--- src/rtl/req_to_valid_bridge.sv ---
// req_to_valid_bridge
// Accepts words from an upstream four-phase req/ack requester and hands them
// to a downstream valid/ready consumer through a DEPTH-entry
// first-word-fall-through buffer. Both sides share one clock; the buffer
// decouples the slow handshake from the streaming consumer.

`ifndef WIDTH
`define WIDTH 8
`endif

module req_to_valid_bridge #(
  parameter int WIDTH = `WIDTH,
  parameter int DEPTH = 4
) (
  input  logic                   clk,
  input  logic                   rst,
  input  logic                   en,
  input  logic                   req,
  input  logic [WIDTH-1:0]       data_in,
  output logic                   ack,
  output logic                   valid,
  output logic [WIDTH-1:0]       data_out,
  input  logic                   ready,
  output logic [$clog2(DEPTH):0] count
);

  localparam int PW = $clog2(DEPTH);
  localparam int CW = PW + 1;
  localparam logic [CW-1:0] FULL = CW'(DEPTH);

  typedef enum logic {
    IDLE     = 1'b0,
    WAIT_REL = 1'b1
  } state_t;

  state_t           state;
  state_t           state_nxt;
  logic [PW-1:0]    wr_ptr;
  logic [PW-1:0]    rd_ptr;
  logic [WIDTH-1:0] mem [DEPTH];
  logic             push;
  logic             pop;

  // Upstream handshake: capture once per request in IDLE, then hold ack
  // until the requester drops req. Space is judged on the registered count,
  // so a slot freed by a pop becomes usable one edge later.
  always_comb begin
    // NOTE: every signal written here gets a default first so no path
    // leaves it unassigned, which would otherwise infer a latch.
    state_nxt = state;
    push      = 1'b0;
    unique case (state)
      IDLE: begin
        if (en && req && (count != FULL)) begin
          push      = 1'b1;
          state_nxt = WAIT_REL;
        end
      end
      WAIT_REL: begin
        if (!req) begin
          state_nxt = IDLE;
        end
      end
      default: state_nxt = IDLE;
    endcase
  end

  // State register for the upstream handshake.
  always_ff @(posedge clk) begin
    // NOTE: sequential state uses non-blocking assignments so every flop
    // samples pre-edge values regardless of block evaluation order.
    if (!rst) begin
      state <= IDLE;
    end else begin
      state <= state_nxt;
    end
  end

  // ack comes straight off the state flop, so it is registered.
  assign ack = (state == WAIT_REL);

  // Downstream side: a word is presented whenever the buffer is non-empty,
  // and a pop happens on any edge where it is also accepted.
  assign valid    = (count != '0);
  assign pop      = valid && ready;
  assign data_out = mem[rd_ptr];

  // Write and read pointers; they wrap naturally at DEPTH.
  always_ff @(posedge clk) begin
    if (!rst) begin
      wr_ptr <= '0;
      rd_ptr <= '0;
    end else begin
      if (push) begin
        wr_ptr <= wr_ptr + 1'b1;
      end
      if (pop) begin
        rd_ptr <= rd_ptr + 1'b1;
      end
    end
  end

  // Occupancy: a simultaneous push and pop leaves it unchanged.
  always_ff @(posedge clk) begin
    if (!rst) begin
      count <= '0;
    end else begin
      unique case ({push, pop})
        2'b10:   count <= count + 1'b1;
        2'b01:   count <= count - 1'b1;
        default: count <= count;
      endcase
    end
  end

  // Buffer storage, cleared on reset so data_out reads zero afterwards.
  always_ff @(posedge clk) begin
    // NOTE: storage arrays are normally left unreset; this one is cleared
    // because data_out must read zero after reset, and DEPTH is small.
    if (!rst) begin
      for (int i = 0; i < DEPTH; i++) begin
        mem[i] <= '0;
      end
    end else if (push) begin
      mem[wr_ptr] <= data_in;
    end
  end

endmodule

--- config.mk ---
export PLATFORM = sky130hd
export DESIGN_NAME = req_to_valid_bridge
export DESIGN_NICKNAME = d
export VERILOG_FILES = /design/src/rtl/req_to_valid_bridge.sv
export SDC_FILE = /design/constraint.sdc
export NUM_CORES = 1
export LEC_CHECK = 0
export ABC_AREA = 0
export BUFFER_PORTS_ARGS = -buffer_cell sky130_fd_sc_hd__buf_4
export CORE_MARGIN = 3
export CORE_UTILIZATION = 56
export CTS_BUF_LIST = sky130_fd_sc_hd__clkbuf_4 sky130_fd_sc_hd__clkbuf_8 sky130_fd_sc_hd__clkbuf_16
export DETAILED_ROUTE_END_ITERATION = 8
export HOLD_SLACK_MARGIN = 0.12
export PLACE_DENSITY = 0.83
export REMOVE_ABC_BUFFERS = 1
export SYNTH_ARGS = -nofsm -noshare
export SYNTH_HDL_FRONTEND = slang
export SYNTH_SLANG_ARGS = --single-unit
--- constraint.sdc ---
create_clock -name clk -period 3.1 [get_ports clk]
set_input_delay 0.62 -clock clk [delete_from_list [all_inputs] [get_ports clk]]
set_output_delay 0.62 -clock clk [all_outputs]
set_load 0.005 [all_outputs]
; Word-level counts from Yosys, hierarchy flattened
; Memories as Yosys holds them, arrays and structs flattened. A register that Yosys moved wholly into a read port is not among the register bits.
; Index checks and enable logic that the tools add are counted.
[op_classes]
bitwise_logic = 1
n_reduce_logical = 6
n_addsub = 4
eq_ne = 3
n_mux = 14
[ops]
columns = operator, n
row1 = two-way mux 1 bit, 8
row2 = two-way mux 8 bit, 1
row3 = OR reduction 8 bit, 1
row4 = two-way mux 2 bit, 3
row5 = case mux 3 bit (2 select lines), 1
row6 = "adder 2 x 1 -> 2 bit, second input constant", 2
row7 = "adder 3 x 1 -> 3 bit, second input constant", 1
row8 = logical AND 1 bit, 3
row9 = "inequality test 3 bit, second input constant", 1
row10 = nonzero test 3 bit, 1
row11 = "subtractor 3 x 1 -> 3 bit, second input constant", 1
row12 = "equality test 2 x 1 -> 1 bit, second input constant", 1
row13 = "equality test 2 bit, second input constant", 1
row14 = case mux 1 bit (2 select lines), 1
row15 = nonzero test 2 bit, 1
row16 = NOT 1 bit, 1
[totals]
out_inout_bits = 13
register_bits = 8
n_memories = 1
ram_bits = 32
inputBits = 13
wordCells = 33
[memory_table]
columns = name, depth, word_bits, read_ports, rd_clocked_by_memory_dff, write_ports, line_no
row1 = mem, 4, 8, 1, 1, 4, 40  ; logic [WIDTH-1:0] mem [DEPTH];

; Depth between registers and ports, before layout
; Gate-level depths: netlist of the first run.
[depth]
word_depth = 9
depth_mapped = 10
mapped_depth_nobuf = 8

; Worst setup path before layout of the first run
; OpenSTA, ideal clock, no wires.
[synth_path]
kind = input to register
from = input en
to = register count[2]
setup_slack_ns = 0.582
n_path_buf = 2
stages = 10
arrival_time_ns = 2.443
required_ns = 3.024
setup_ns = 0.076
cell_sequence = and3b_1 > buf_2 > nand2_1 > buf_4 > ha_1 > inv_1 > fa_1 > xor2_1 > or3_2 > a21boi_0
[synth_between]
elab_chain_len = 6
elab_cells_between_ends = 8
classes_between = 2 x eq/ne / 3 x mux / 3 x reduce/logical
[synth_rtl]
columns = item, line_no
row1 = start: declaration, 17  ; input logic en,
row2 = logical AND 1 bit (*) (2 in a row), 54  ; if (en && req && (count != FULL)) begin
row3 = two-way mux 1 bit (*), 54
row4 = two-way mux 1 bit (*), 52  ; unique case (state)
row5 = equality test 2 x 1 -> 1 bit or equality test 2 bit (tied branches), 108  ; unique case ({push, pop})
row6 = case mux 3 bit (2 select lines) or nonzero test 2 bit (tied branches), n/a
row7 = end signal: assignment, 109  ; 2'b10: count <= count + 1'b1;
row8 = end signal: assignment, 110  ; 2'b01: count <= count - 1'b1;
row9 = end signal: assignment, 111  ; default: count <= count;
row10 = end: declaration, 24  ; output logic [$clog2(DEPTH):0] count
; Mark *: on every way between the ends. The rest lies on a longest branch, timed or not.
; A chain may end at the register's enable or synchronous reset.

; Final worst setup path of the first run
[layout_path]
from = register count[2]
to = register count[2]
[layout_between]
elab_chain_len = 6
elab_cells_between_ends = 12
classes_between = 2 x add/sub / 3 x eq/ne / 3 x mux / 4 x reduce/logical
[layout_rtl]
columns = item, line_no
row1 = inequality test 3 bit, 54
row2 = logical AND 1 bit, 54
row3 = two-way mux 1 bit, 54
row4 = two-way mux 1 bit, 52
row5 = equality test 2 x 1 -> 1 bit or equality test 2 bit (tied branches), 108
row6 = case mux 3 bit (2 select lines) or nonzero test 2 bit (tied branches), n/a
; Parallel ways exist; a longest one is shown, timed or not.

==> flow_summary.ini, run 1 <==
[run_status]
outcome = completed

[run]
maxCapViolCount = 0

[finish]
n_antenna_cell = 0
finalNonFillerCells = 211
fillers = 226
syn_to_final_growth_pct = 15.5
multiInputGateArea_um2 = 619
seqCellArea_mm2 = 0.00116
nets = 181
drive_gt1_share_pct = 29.9

[yosys]
yosys.cell_count.top_type = nor2_1
synthArstFlopShare_pct = 0
synth_top_area_cell = edfxtp_1
yosysUniqueCellTypes = 33
synth_cells = 139
synth_top_area_share_pct = 52.4
yosysWarnings = 0
ys_top_cells_by_count = nor2_1, edfxtp_1, nand2_1, dfxtp_1, mux4_2
synth_xor_area_share_pct = 1.91
synth_simple_gate_area_share_pct = 16.0
synth_top_family_by_area = simple AND/OR/NAND/NOR gates
syn_area_mm2 = 0.00184
syn_avg_cell_area_um2 = 13.2
ys_seq_area_share_pct = 63.3
synth_compound_area_share_pct = 3.75
ys_ff_latch = 42
synth_area_leaders = edfxtp_1, dfxtp_1, mux4_2
synth_fa_ha_area_share_pct = 1.77
synth_mux_area_share_pct = 10.4
synth_edf_count = 32
synth-main-ff-cell = edfxtp_1

[global_routing]
grt_antenna_before_repair = 0
grt_max_degree = 23
track_usage_pct = 18.9
overflow = 0
grt_pass1_vias = 1181
grt_pass1_wl_um = 5620

[hold_path]
hp-class = register to register
hold_depth = 2
holdPathEnd = ack
min_from = ack

[clocking]
cts_buffers = 5
cts_buffer_depth = 2
cts.sinks = 42
root_buffer = clkbuf_4
post-cts-setup-buffer-count = 0
cts_hold_buf = 0
cts_tree = built
htreeDepth = 2
cts_resized = 0
path_clk_slew_ns = 0.12
worstSkewPairLatency_ns = 0.34

[setup_path]
critPathTopFamily = simple AND/OR/NAND/NOR gates
cp_slowest_cell = or3b_1
crit_fanout = 7
cpPeakStageDelay_ns = 0.49
rr_startpoint = count[2]
path_class = register to register
ff2ff_path_depth = 8
cp-end-kind = register
crit_start = count[2]
worst-path-buf-inv = 1
r2r_setup_slack_ns = 0.59
arrival_ns = 2.76
r2r_end = count[2]
startpoint_type = register
crit_chain = or3b_1, nand2_1, ha_1, inv_1, fa_1, xor2_1, or3_2, a21boi_0
cp.required_ns = 3.35

[timing]
worstMarginPinSlew_ns = 0.546
worst_slew_margin_rel_pct = 63.5
setup_violations = 0
setup_ws_ns = 0.591
clock-skew-final_ns = 0.0110
holdWs_ns = 0.498
finalSetupTns_ns = 0
rsz0062_at_grt = false
maxSlewViolCount = 0
post-route-period-util_pct = 80.9
fmax_mhz = 399
fin_crit_ns = 2.51
hold_violations = 0

[floorplanning]
row_count = 20
dieHeight_um = 63.3
start_util_pct = 59.6
core_area_mm2 = 0.00308
top_level_ports = 26
dieArea_mm2 = 0.00400
die_w_um = 63.3

[drt]
wl_per_cell_um = 15.8
drc = 0
drt-vias-per-instance = 5.30
vias = 1118
dr.first_iter.drc_count = 35
final_antenna_net_count = 0
finalWirelength_um = 3320
dr.pass1.iters = 4

[placed_design]
place_hpwl_um = 2340
placedCellCount = 203
place_congestion = 0.742
post-place-ws_ns = 0.537
io_buffer_count = 25

[power]
p_total_mw = 1.38
powerDensity_mw_per_mm2 = 653
p_leak_nw = 0.794
peakVddDrop_mv = 0.536
-- tightest hold or removal path: cells and delay by family, from the launching register on --
family | cells | cell delay (ns)
AO/OA/AOI/OAI | 1 | 0.06
AND/OR/NAND/NOR | 1 | 0.07
flip-flops | 1 | 0.34
-- worst max path at each step --
stage | to | slack, ns | cells after the start
after floorplan | count[2] | 0.59 | 8
after global placement | count[2] | 0.64 | 9
after detailed placement | count[2] | 0.54 | 9
after CTS | count[2] | 0.60 | 8
after global routing | count[2] | 0.34 | 8
final | count[2] | 0.59 | 8
-- cell usage in the layout (no fill, tap or decap), types with 2 or more instances in the layout --
master,Yosys,final
nor2_1,33,33
edfxtp_1,32,32
buf_4,1,27
nand2_1,15,15
dfxtp_1,10,10
mux4_2,8,8
clkbuf_4,0,7
inv_1,4,4
o21ai_0,3,3
xnor2_1,3,3
and2_1,3,3
or3_2,2,2
nor2b_1,2,2
-- report_power, final --
group,switching (mW),internal (mW)
Sequential,0.0687,0.663
Combinational,0.145,0.216
Clock,0.162,0.130
Total,0.376,1.01
-- stage by stage --
stage | util [%] | area, um^2
after detailed placement | 66.7 | 2050
after floorplan | - | 1800
after global placement | 66.7 | 2050
after CTS | 68.9 | 2120
after global routing | 68.9 | 2120
final | 68.9 | 2120
-- cell type report --
| cell class | instances | area share, % |
|---|---|---|
| inverters | 4 | 0.708 |
| repair buffers | 27 | 9.56 |
| clock buffers | 8 | 3.13 |
| multi-input cells | 86 | 29.2 |
| flip-flops and latches | 42 | 54.8 |
| well taps | 44 | 2.60 |
-- flip-flops by register name, indices dropped and copies added, names as in the netlist, named ones only --
register	flops
ack	1
count	3
mem	32
rd_ptr	2
wr_ptr	2
-- cells by family after synthesis --
| family | after synthesis |
|---|---|
| simple gates | 62 |
| buf+inv | 11 |
| xor+xnor | 4 |
| compound gates | 9 |
| flops | 42 |
| mux | 9 |
| fa+ha+maj | 2 |
-- per-layer routing --
layer / global-route usage (%) / vias to the layer above / routed length (um)
li1: - / 546 / -
met1: 22.9 / 528 / 1340
met2: 33.5 / 40 / 1750
met3: 5.35 / 4 / 205
met4: 4.85 / 0 / 28
met5: 0 / - / 0
No activity file was read; power rests on OpenSTA's default activity.
==> run 2: changes to the inputs <==
--- a/config.mk
+++ b/config.mk
@@ -5,7 +5,7 @@
 export SDC_FILE = /design/constraint.sdc
 export NUM_CORES = 1
 export LEC_CHECK = 0
-export ABC_AREA = 0
+export ABC_AREA = 1
 export BUFFER_PORTS_ARGS = -buffer_cell sky130_fd_sc_hd__buf_4
 export CORE_MARGIN = 3
 export CORE_UTILIZATION = 56
==> constraint.sdc (replaced) <==
create_clock -name clk -period 2.5 [get_ports clk]
set_input_delay 0.5 -clock clk [delete_from_list [all_inputs] [get_ports clk]]
set_output_delay 0.5 -clock clk [all_outputs]
set_load 0.005 [all_outputs]
==> run 2 against run 1 <==
  * Non-clock buffer count did not move
  * Flip-flop and latch count did not move
  * Register-to-register slack barely moved
  * Die area rose by 3.6%
  * Clock power rose by 43%
  * Critical path type is now register to primary output
==> flow_summary.ini, run 2 <==
[finish]
reg_top3 = mem (32), count (3)
fillers = 251
multiInputGateArea_um2 = 647
seqCellArea_mm2 = 0.00116
finalNonFillerCells = 268
layout_common_cells = nor2_1, edfxtp_1, buf_4, inv_1, nand2_1
n_antenna_cell = 0
top_register = mem
drive_gt1_share_pct = 21.9
syn_to_final_growth_pct = 16.9
fin_util_pct = 70.7
largest_reg_flops = 32
post-route-cell-area_mm2 = 0.00223
final_common_cell = nor2_1
nets = 238

[clocking]
root_buffer = clkbuf_4
cts_buffer_depth = 2
htreeDepth = 2
cts_resized = 0
cts_buffers = 5
cts_tree = built
cts_hold_buf = 0
path_clk_slew_ns = 0.12
cts.sinks = 42
post-cts-setup-buffer-count = 0
worstSkewPairLatency_ns = 0.34

[setup_path]
crit_fanout = 17
arrival_ns = 1.64
path_class = register to primary output
startpoint_type = register
cp-end-kind = primary output
cp.required_ns = 2.00

[run_status]
outcome = completed

[yosys]
synth_edf_count = 32
synth_area_leaders = edfxtp_1, dfxtp_1, nor2_1
synth_top_area_share_pct = 50.4
syn_area_mm2 = 0.00191
ys_seq_area_share_pct = 60.9
yosysUniqueCellTypes = 17
yosysWarnings = 0
synth_top_area_cell = edfxtp_1
synth-main-ff-cell = edfxtp_1
synthArstFlopShare_pct = 0
synth_cells = 192
ys_top_cells_by_count = nor2_1, edfxtp_1, inv_1, nand2_1, o21ai_0
yosys.cell_count.top_type = nor2_1
syn_avg_cell_area_um2 = 9.94
ys_ff_latch = 42

[drt]
final_antenna_net_count = 0
drt-vias-per-instance = 5.24
drc = 0
wl_per_cell_um = 14.7
dr.pass1.iters = 6
vias = 1404
dr.first_iter.drc_count = 53
finalWirelength_um = 3940

[floorplanning]
row_count = 20
start_util_pct = 60.5
core_area_mm2 = 0.00315
die_w_um = 64.4
dieHeight_um = 64.4
top_level_ports = 26
dieArea_mm2 = 0.00414

[power]
p_leak_nw = 1.04
peakVddDrop_mv = 0.575
powerDensity_mw_per_mm2 = 839
p_total_mw = 1.87

[timing]
holdWs_ns = 0.383
post-route-period-util_pct = 85.6
hold_violations = 0
clock-skew-final_ns = 0.00409
finalSetupTns_ns = 0
setup_ws_ns = 0.361
rsz0062_at_grt = false
setup_violations = 0
maxSlewViolCount = 0
worst_slew_margin_rel_pct = 69.8
fin_crit_ns = 2.14
fmax_mhz = 467
worstMarginPinSlew_ns = 0.452

[placed_design]
place_congestion = 0.762
place_hpwl_um = 2710
io_buffer_count = 25
placedCellCount = 260
placed_cell_area_mm2 = 0.00215
post-place-ws_ns = 0.544

[global_routing]
overflow = 0
grt_max_degree = 18
grt_pass1_wl_um = 6100
grt_pass1_vias = 1353
track_usage_pct = 20.2
grt_antenna_before_repair = 0

[hold_path]
hp-class = input pin to register

[run]
maxCapViolCount = 0
run 2: logic make-up (layout without fill, tap and decap cells):
family                   Yosys count  count (layout)  synth area share [%]
AO/OA/AOI/OAI                     31              31                  8.66
adder cells (fa/ha/maj)            2               2                  1.70
buffers and inverters             26              58                  5.25
flip-flops                        42              42                  60.9
AND/OR/NAND/NOR                   91              91                  23.5
run 2: area by class of cell:
cell class	count	area share [%]
Clock inverter	3	1.80
Sequential cell	42	52.1
Timing Repair Buffer	27	9.09
Tap cell	44	2.47
Clock buffer	5	1.68
Inverter	23	3.87
Multi-Input combinational cell	124	29.0
run 2: power breakdown:
part / switching (mW) / internal, mW / leakage, nW / total [mW]
logic: 0.337 / 0.248 / 0.578 / 0.585
registers: 0.0467 / 0.822 / 0.413 / 0.869
clock network: 0.209 / 0.207 / 0.0450 / 0.416
run 2: path summary, 6_finish.rpt:
path / startpoint / endpoint / slack [ns] / cells after the start
setup reg to reg: count[1] / count[2] / 0.60 / 13
hold reg to reg: ack / ack / 0.53 / 2
hold / removal: req / ack / 0.38 / 3
setup / recovery: register / data_out[2] / 0.36 / 5
run 2: routing by layer:
layer  track usage (%)  routed length [um]  up-vias
met1              23.9                1570      656
met4              10.3                  51        0
li1                  -                   -      695
met5                 0                   0        -
met2              34.8                2100       47
met3              4.22                 218        6
run 2: critical path, cell delays in order, from the launching register on:
cell     delay [ns]
dfxtp_1        0.32
buf_4          0.18
inv_1          0.35
o21ai_0        0.18
o22ai_1        0.13
buf_4          0.13
==> run 3: changes to the inputs <==
--- a/config.mk
+++ b/config.mk
@@ -7,7 +7,6 @@
 export LEC_CHECK = 0
 export ABC_AREA = 1
 export BUFFER_PORTS_ARGS = -buffer_cell sky130_fd_sc_hd__buf_4
-export CORE_MARGIN = 3
 export CORE_UTILIZATION = 56
 export CTS_BUF_LIST = sky130_fd_sc_hd__clkbuf_4 sky130_fd_sc_hd__clkbuf_8 sky130_fd_sc_hd__clkbuf_16
 export DETAILED_ROUTE_END_ITERATION = 8
==> run 3 against run 2 <==
  * Fmax increased by 6.6%
  * Flip-flop and latch count unchanged
  * Sequential power is essentially flat
  * Worst hold slack got worse by 0.018 ns
  * Highest routed layer unchanged
  * Wire length shrank 3.8%
  * Via count rose by 2.4%
  * Non-clock buffer count rose by 1
  * Global-route usage is 4.3 points higher
==> flow_summary.ini, run 3 (same netlist as run 2, synthesis figures left out) <==
[run_status]
outcome = completed

[floorplanning]
start_util_pct = 60.5
dieHeight_um = 60.4
top_level_ports = 26
die_w_um = 60.4
core_area_mm2 = 0.00315
dieArea_mm2 = 0.00364
row_count = 20

[placed_design]
place_hpwl_um = 2560
io_buffer_count = 25
placed_cell_area_mm2 = 0.00216
place_congestion = 0.766

[timing]
maxSlewViolCount = 0
rsz0062_at_grt = false
post-route-period-util_pct = 80.3
clock-skew-final_ns = 0.00988
fin_crit_ns = 2.01
worstMarginPinSlew_ns = 0.477
hold_violations = 0
finalSetupTns_ns = 0
setup_violations = 0
worst_slew_margin_rel_pct = 68.2
fmax_mhz = 498

[drt]
drt-vias-per-instance = 5.34
finalWirelength_um = 3800
wl_per_cell_um = 14.1
final_antenna_net_count = 0
dr.pass1.iters = 4
dr.first_iter.drc_count = 78
vias = 1437
drc = 0

[global_routing]
grt_pass1_vias = 1442
grt_use_met3_pct = 4.90
grt_busiest_layer = met2
grt_pass1_wl_um = 6170
track_usage_pct = 24.5
met2_usage_pct = 41.6
grt_antenna_before_repair = 0
met1_usage_pct = 28.1
grt_max_degree = 17
overflow = 0

[finish]
drive_gt1_share_pct = 22.2
top_register = mem
post-route-cell-area_mm2 = 0.00222
syn_to_final_growth_pct = 16.3
nets = 239
reg_top3 = mem (32), count (3)
layout_common_cells = nor2_1, edfxtp_1, buf_4, inv_1, nand2_1
n_antenna_cell = 0
largest_reg_flops = 32
fillers = 254
fin_util_pct = 70.4
final_common_cell = nor2_1

[clocking]
cts.sinks = 42
htreeDepth = 2
worstSkewPairLatency_ns = 0.37
cts_buffers = 5
cts_hold_buf = 0
cts_buffer_depth = 2
path_clk_slew_ns = 0.12
post-cts-setup-buffer-count = 0
cts_resized = 0
root_buffer = clkbuf_4
cts_tree = built

[setup_path]
cp-end-kind = primary output
r2r_setup_slack_ns = 0.64
path_class = register to primary output
crit_fanout = 16
arrival_ns = 1.51
cp.required_ns = 2.00
startpoint_type = register

[power]
powerDensity_mw_per_mm2 = 809
peakVddDrop_mv = 0.666
p_leak_nw = 1.03

[hold_path]
hp-class = input pin to register

[run]
maxCapViolCount = 0
## run 3: cell count changes in the layout (fill, tap and decap cells not counted)
cell        delta
clkinvlp_4     +1
buf_4          +1
clkinv_4       +1
clkinv_2       -1
bufinv_16      -1
## run 3: worst max-delay path, cell delays in order, from the launching register on
cell and delay, ns:
dfxtp_1 0.33, inv_1 0.36, o21ai_0 0.17, o22ai_1 0.16, buf_4 0.14
## run 3: path summary, 6_finish.rpt
check                endpoint  cells past startpoint  startpoint
setup / recovery  data_out[5]                      4    register
hold / removal            ack                      3         req
setup reg to reg     count[2]                     13    count[2]
hold reg to reg     wr_ptr[0]                      1   wr_ptr[0]
## run 3: metal layers
metal | routed length (um) | up-vias
met5 | 0 | -
met4 | 59 | 0
met3 | 260 | 9
met2 | 2010 | 65
met1 | 1470 | 665
li1 | - | 698
## run 3: area by class of cell
class                   count  area [um^2]  share of cell area (%)
inverters                  23         86.3                    3.89
well taps                  44         55.1                    2.48
repair buffers             28          210                    9.48
flip-flops and latches     42         1160                    52.3
multi-input cells         124          647                    29.2
clock inverters             3         21.3                   0.959
clock buffers               5         37.5                    1.69
## run 3: through the flow
stage	hold WS [ns]	instances	total power [mW]	worst slack, ns
2_1_floorplan	0.466	189	1.20	0.729
3_3_place_gp	0.488	261	1.44	0.626
5_1_grt	0.362	269	1.91	0.379
4_1_cts	0.367	269	1.79	0.468
6_report	0.365	269	1.80	0.493
3_5_place_dp	0.504	261	1.47	0.572
## run 3: report_power, final
| group | switching (mW) | leakage (nW) | internal (mW) |
|---|---|---|---|
| registers | 0.0472 | 0.413 | 0.822 |
| logic | 0.335 | 0.583 | 0.250 |
| clock network | 0.232 | 0.0312 | 0.109 |
| total | 0.614 | 1.03 | 1.18 |
